[src/rtl/axi_default_slave_burst.sv]
// Default-route AXI slave: answers every read/write burst with an error response.
// Tracks up to DEPTH outstanding transactions per direction, IDs kept in order.
module axi_dsb_fifo #(
  parameter int W     = 8,
  parameter int DEPTH = 2
) (
  input  logic         clk,
  input  logic         rst_n,
  input  logic         i_push,
  input  logic [W-1:0] i_data,
  input  logic         i_pop,
  output logic [W-1:0] o_head,
  output logic         o_empty,
  output logic         o_full,
  output logic         o_multi
);

  localparam int PTR_W = (DEPTH > 1) ? $clog2(DEPTH) : 1;
  localparam int CNT_W = $clog2(DEPTH) + 1;

  logic [W-1:0]     r_mem [DEPTH];
  logic [PTR_W-1:0] r_wp;
  logic [PTR_W-1:0] r_rp;
  logic [CNT_W-1:0] r_cnt;

  always_ff @(posedge clk or negedge rst_n) begin
    if (!rst_n) begin
      for (int i = 0; i < DEPTH; i++) begin
        r_mem[i] <= '0;
      end
      r_wp  <= '0;
      r_rp  <= '0;
      r_cnt <= '0;
    end else begin
      if (i_push) begin
        r_mem[r_wp] <= i_data;
        r_wp        <= r_wp + PTR_W'(1);
      end
      if (i_pop) begin
        r_rp <= r_rp + PTR_W'(1);
      end
      r_cnt <= r_cnt + CNT_W'(i_push) - CNT_W'(i_pop);
    end
  end

  assign o_head  = r_mem[r_rp];
  assign o_empty = (r_cnt == '0);
  assign o_full  = (r_cnt == CNT_W'(DEPTH));
  assign o_multi = (r_cnt > CNT_W'(1));

endmodule

module axi_default_slave_burst #(
  parameter int          ID_W     = 8,
  parameter int          LEN_W    = 4,
  parameter int          DATA_W   = 32,
  parameter int          DEPTH    = 2,
  parameter logic [1:0]  ERR_RESP = 2'b11
) (
  input  logic              ACLK,
  input  logic              ARESETn,
  input  logic [ID_W-1:0]   ARID,
  input  logic [LEN_W-1:0]  ARLEN,
  input  logic              ARVALID,
  output logic              ARREADY,
  output logic [ID_W-1:0]   RID,
  output logic [DATA_W-1:0] RDATA,
  output logic [1:0]        RRESP,
  output logic              RLAST,
  output logic              RVALID,
  input  logic              RREADY,
  input  logic [ID_W-1:0]   AWID,
  input  logic [LEN_W-1:0]  AWLEN,
  input  logic              AWVALID,
  output logic              AWREADY,
  input  logic [DATA_W-1:0] WDATA,
  input  logic              WLAST,
  input  logic              WVALID,
  output logic              WREADY,
  output logic [ID_W-1:0]   BID,
  output logic [1:0]        BRESP,
  output logic              BVALID,
  input  logic              BREADY,
  output logic              wlast_err
);

  localparam int Q_W = ID_W + LEN_W;

  typedef enum logic {
    R_IDLE,
    R_BURST
  } r_state_e;

  // Holds the READYs low until the first clock after reset release
  logic r_live;

  always_ff @(posedge ACLK or negedge ARESETn) begin
    if (!ARESETn) begin
      r_live <= 1'b0;
    end else begin
      r_live <= 1'b1;
    end
  end

  logic w_unused;
  assign w_unused = ^WDATA;

  logic [Q_W-1:0]   w_rq_head;
  logic [ID_W-1:0]  w_rq_id;
  logic [LEN_W-1:0] w_rq_len;
  logic             w_rq_empty;
  logic             w_rq_full;
  logic             w_rq_multi;
  logic             w_ar_hs;
  logic             w_r_hs;
  logic             w_r_pop;
  logic             w_rvalid;
  logic             w_rlast;
  r_state_e         r_rstate;
  r_state_e         w_rstate_nx;
  logic [LEN_W-1:0] r_rcnt;

  assign ARREADY = r_live && !w_rq_full;
  assign w_ar_hs = ARVALID && ARREADY;

  axi_dsb_fifo #(
    .W     (Q_W),
    .DEPTH (DEPTH)
  ) u_rq (
    .clk     (ACLK),
    .rst_n   (ARESETn),
    .i_push  (w_ar_hs),
    .i_data  ({ARID, ARLEN}),
    .i_pop   (w_r_pop),
    .o_head  (w_rq_head),
    .o_empty (w_rq_empty),
    .o_full  (w_rq_full),
    .o_multi (w_rq_multi)
  );

  assign w_rq_id  = w_rq_head[Q_W-1 -: ID_W];
  assign w_rq_len = w_rq_head[LEN_W-1:0];

  assign w_rvalid = (r_rstate == R_BURST);
  assign w_rlast  = w_rvalid && (r_rcnt == w_rq_len);
  assign w_r_hs   = w_rvalid && RREADY;
  assign w_r_pop  = w_r_hs && w_rlast;

  always_ff @(posedge ACLK or negedge ARESETn) begin
    if (!ARESETn) begin
      r_rstate <= R_IDLE;
    end else begin
      r_rstate <= w_rstate_nx;
    end
  end

  // Stay in R_BURST across bursts so queued reads stream without a bubble
  always_comb begin
    w_rstate_nx = r_rstate;
    unique case (r_rstate)
      R_IDLE: begin
        if (!w_rq_empty) begin
          w_rstate_nx = R_BURST;
        end
      end
      R_BURST: begin
        if (w_r_pop && !w_rq_multi) begin
          w_rstate_nx = R_IDLE;
        end
      end
      default: w_rstate_nx = R_IDLE;
    endcase
  end

  always_ff @(posedge ACLK or negedge ARESETn) begin
    if (!ARESETn) begin
      r_rcnt <= '0;
    end else if (!w_rvalid) begin
      r_rcnt <= '0;
    end else if (w_r_hs) begin
      r_rcnt <= w_rlast ? '0 : r_rcnt + LEN_W'(1);
    end
  end

  assign RVALID = w_rvalid;
  assign RLAST  = w_rlast;
  assign RID    = w_rvalid ? w_rq_id : '0;
  assign RRESP  = w_rvalid ? ERR_RESP : 2'b00;
  assign RDATA  = '0;

  logic [Q_W-1:0]   w_aq_head;
  logic [ID_W-1:0]  w_aq_id;
  logic [LEN_W-1:0] w_aq_len;
  logic             w_aq_empty;
  logic             w_aq_full;
  logic             w_aq_multi_unused;
  logic             w_aw_hs;
  logic             w_w_hs;
  logic             w_w_done;
  logic [ID_W-1:0]  w_bq_head;
  logic             w_bq_empty;
  logic             w_bq_full;
  logic             w_bq_multi_unused;
  logic             w_b_pop;
  logic [LEN_W-1:0] r_wcnt;
  logic             r_wover;
  logic             r_wlast_err;

  assign AWREADY = r_live && !w_aq_full;
  assign w_aw_hs = AWVALID && AWREADY;

  axi_dsb_fifo #(
    .W     (Q_W),
    .DEPTH (DEPTH)
  ) u_aq (
    .clk     (ACLK),
    .rst_n   (ARESETn),
    .i_push  (w_aw_hs),
    .i_data  ({AWID, AWLEN}),
    .i_pop   (w_w_done),
    .o_head  (w_aq_head),
    .o_empty (w_aq_empty),
    .o_full  (w_aq_full),
    .o_multi (w_aq_multi_unused)
  );

  assign w_aq_id  = w_aq_head[Q_W-1 -: ID_W];
  assign w_aq_len = w_aq_head[LEN_W-1:0];

  assign WREADY   = r_live && !w_aq_empty && !w_bq_full;
  assign w_w_hs   = WVALID && WREADY;
  assign w_w_done = w_w_hs && WLAST;

  // r_wover remembers beats past LEN so a late WLAST is still flagged
  always_ff @(posedge ACLK or negedge ARESETn) begin
    if (!ARESETn) begin
      r_wcnt      <= '0;
      r_wover     <= 1'b0;
      r_wlast_err <= 1'b0;
    end else begin
      r_wlast_err <= 1'b0;
      if (w_w_done) begin
        r_wcnt      <= '0;
        r_wover     <= 1'b0;
        r_wlast_err <= r_wover || (r_wcnt != w_aq_len);
      end else if (w_w_hs) begin
        if (r_wcnt == w_aq_len) begin
          r_wover <= 1'b1;
        end else begin
          r_wcnt <= r_wcnt + LEN_W'(1);
        end
      end
    end
  end

  assign wlast_err = r_wlast_err;

  axi_dsb_fifo #(
    .W     (ID_W),
    .DEPTH (DEPTH)
  ) u_bq (
    .clk     (ACLK),
    .rst_n   (ARESETn),
    .i_push  (w_w_done),
    .i_data  (w_aq_id),
    .i_pop   (w_b_pop),
    .o_head  (w_bq_head),
    .o_empty (w_bq_empty),
    .o_full  (w_bq_full),
    .o_multi (w_bq_multi_unused)
  );

  assign BVALID  = !w_bq_empty;
  assign w_b_pop = BVALID && BREADY;
  assign BID     = BVALID ? w_bq_head : '0;
  assign BRESP   = BVALID ? ERR_RESP : 2'b00;

endmodule

[config.mk]
export PLATFORM = sky130hd
export DESIGN_NAME = axi_default_slave_burst
export DESIGN_NICKNAME = d
export VERILOG_FILES = /design/src/rtl/axi_default_slave_burst.sv
export SDC_FILE = /design/constraint.sdc
export NUM_CORES = 1
export LEC_CHECK = 0
export BUFFER_PORTS_ARGS = -buffer_cell sky130_fd_sc_hd__buf_2
export CORE_ASPECT_RATIO = 0.9
export CORE_MARGIN = 2
export CORE_UTILIZATION = 35
export CTS_CLUSTER_DIAMETER = 40
export DETAILED_ROUTE_END_ITERATION = 8
export GPL_ROUTABILITY_DRIVEN = 0
export MAX_ROUTING_LAYER = met4
export PLACE_DENSITY = 0.7
export SYNTH_ARGS = -nofsm -noshare
export SYNTH_HDL_FRONTEND = slang
export SYNTH_HIERARCHICAL = 1
export SYNTH_SLANG_ARGS = --single-unit
[constraint.sdc]
create_clock -name ACLK -period 2.4 [get_ports ACLK]
set_input_delay 0.12 -clock ACLK [delete_from_list [all_inputs] [get_ports ACLK]]
set_output_delay 0.12 -clock ACLK [all_outputs]
set_load 0.03 [all_outputs]
==> flow_metrics.env <==
export IMPL_drt_first_iter_violations=139
export IMPL_fmax_mhz=432
export IMPL_core_area_um2=12700
export IMPL_dpl_cell_area_um2=4930
export IMPL_start_util=0.360
export IMPL_syn_to_final_growth_pct=15.3
export IMPL_max_slew_margin_rel=0.647
export IMPL_dr_pass1_iters=6
export IMPL_grt_pass1_vias=2681
export IMPL_clkLatencyLatePin_ps=340
export IMPL_diodes=0
export IMPL_route_detailed_drc=0
export IMPL_final_hold_viol_count=0
export IMPL_critPathRequiredTime_ps=2650
export IMPL_period_needed_ps=2310
export IMPL_fp_dieW_um=125
export IMPL_overflow=0
export IMPL_cts_sinks=88
export IMPL_max_vdd_ir_drop_uv=470
export IMPL_portBuffers=58
export IMPL_grt_pass1_wl_um=13700
export IMPL_dr_total_vias=2661
export IMPL_wl_um=8130
export IMPL_cp_slowest_stage_delay_ps=460
export IMPL_critical_path_slowest_cell="dfrtp_2"
export IMPL_grt_util_all_layers=0.126
export IMPL_finalSetupViolCount=0
export IMPL_utilization=0.415
export IMPL_grt_max_degree=52
export IMPL_timing_hold_ws_ps=26.0
export IMPL_yosysWarnings=6
export IMPL_clock_skew_ps=9.80
export IMPL_slew_violations=0
export IMPL_p_leak_nw=2.52
export IMPL_cp_cell_sequence="mux2_4, xor2_1, nor4_4, and3_4, ha_1, inv_1, ha_2, xnor2_2, xnor2_1"
export IMPL_die_area_um2=14000
export IMPL_maxCapViolCount=0
export IMPL_hpwl_um=5730
export IMPL_nNetsFinal=487
export IMPL_worst_pin_slew_ps=529
export IMPL_io_pins=123
export IMPL_antenna_found_initial=0
export IMPL_fin_total_pwr_mw=7.52
export IMPL_crit_fanout=6
export IMPL_pre_cts_ws_ps=5.74
export IMPL_wire_per_inst_um=13.9
export IMPL_crit_type="flop to flop"
export IMPL_critPathLaunchType="flop"
export IMPL_syn_area_um2=4590
export IMPL_hold_path_class="input port to flop"
export IMPL_clk_pin_slew_ps=60
export IMPL_std_cell_rows=39
export IMPL_final_area_um2=5290
export IMPL_cts_made_buffers=9
export IMPL_critPathArrivalTime_ps=2570
export IMPL_status="complete, no violations"
export IMPL_h_tree_depth=3
export IMPL_cts_max_path_buffers=2
export IMPL_die_y_um=113
export IMPL_drtAntennaViolNets=0
export IMPL_postSynthAreaPerCell_um2=13.1
export IMPL_fin_ws_ps=86.7
export IMPL_cellPowerDensity_nw_per_um2=1420
export IMPL_cp_end_kind="flop"
export IMPL_via_per_inst=4.56
export IMPL_timing_final_crit_share=0.964
export IMPL_cts_root_buf="clkbuf_16"
export IMPL_postSynthCellCount=350
export IMPL_drive_above_1_share=0.455
export IMPL_cts_tree="built"
[worst paths after layout]
path                                      from              to  slack, ps  cells past startpoint
worst min register to register  u_aq/r_mem[16]  u_aq/r_mem[16]        500                      1
worst max-delay path                 u_rq/r_rp   u_rq/r_cnt[1]         90                      9
max in group asynchronous              ARESETn   u_rq/r_mem[6]       1440                      3
worst min-delay path                   AWID[6]  u_aq/r_mem[10]         30                      2
min in group asynchronous              ARESETn  u_rq/r_mem[21]        310                      2
worst max register to register       u_rq/r_rp   u_rq/r_cnt[1]         90                      9
[registers in the layout, summed over array words and instances (netlist names)]
register	flops
r_wcnt	4
u_aq/r_cnt	2
u_aq/r_rp	1
RVALID	1
u_aq/r_wp	1
u_rq/r_wp	1
r_live	1
r_wover	1
u_bq/r_rp	1
u_rq/r_rp	1
u_bq/r_cnt	2
u_rq/r_cnt	2
u_bq/r_wp	1
u_rq/r_mem	24
u_bq/r_mem	16
wlast_err	1
u_aq/r_mem	24
r_rcnt	4
[critical path, delay by kind of cell, from the launching register on]
family	cells	cell delay [ps]
fa+ha+maj	2	410
xor+xnor	3	430
flops	1	460
buf+inv	1	60
mux	1	320
simple gates	2	540
[per-stage QoR]
| step | setup TNS [ps] | instances |
|---|---|---|
| 2_1_floorplan | -91.7 | 381 |
| 3_3_place_gp | 0 | 563 |
| 3_5_place_dp | 0 | 563 |
| 4_1_cts | 0 | 580 |
| 5_1_grt | -43.8 | 584 |
| 6_report | 0 | 584 |
[final cells by class]
| cell class | count | area, um^2 |
|---|---|---|
| multi-input combinational | 235 | 2140 |
| timing repair buffer | 70 | 398 |
| clock inverter | 4 | 52.6 |
| clock buffer | 12 | 246 |
| fill | 1204 | 7450 |
| sequential | 88 | 2200 |
| inverter | 11 | 41.3 |
| tap | 164 | 205 |
[layer usage]
metal  global-route usage  vias to the layer above  wire [um]  share of wire
li1                     -                     1261          -              -
met1                0.162                     1323       3770           0.46
met2                0.195                       66       3870           0.48
met3               0.0343                       11        341          0.042
met4               0.0434                        0        150          0.018
met5                    -                        -          0              0
[cell usage in the layout, fill, tap and decap left out, drive strengths merged, types with 7 or more instances in the layout]
cell type	n
inv	12
mux2	96
nand2	7
dfrtp	88
buf	69
xor2	10
xnor2	10
ha	8
and2	13
nor2b	18
conb	33
clkbuf	12
[what timing repair did]
item                       4_1_cts  5_1_grt
hold endpoints to repair        37        0
hold buffers                     1        0
setup buffers                    0        4
gates resized for setup          0        6
setup endpoints to repair        0        2
[power by group]
group / internal (mW) / switching, mW
Combinational: 1.76 / 1.67
Sequential: 2.20 / 0.499
Clock: 0.839 / 0.554
Total: 4.79 / 2.73
Power figures use the tool's default switching activity.
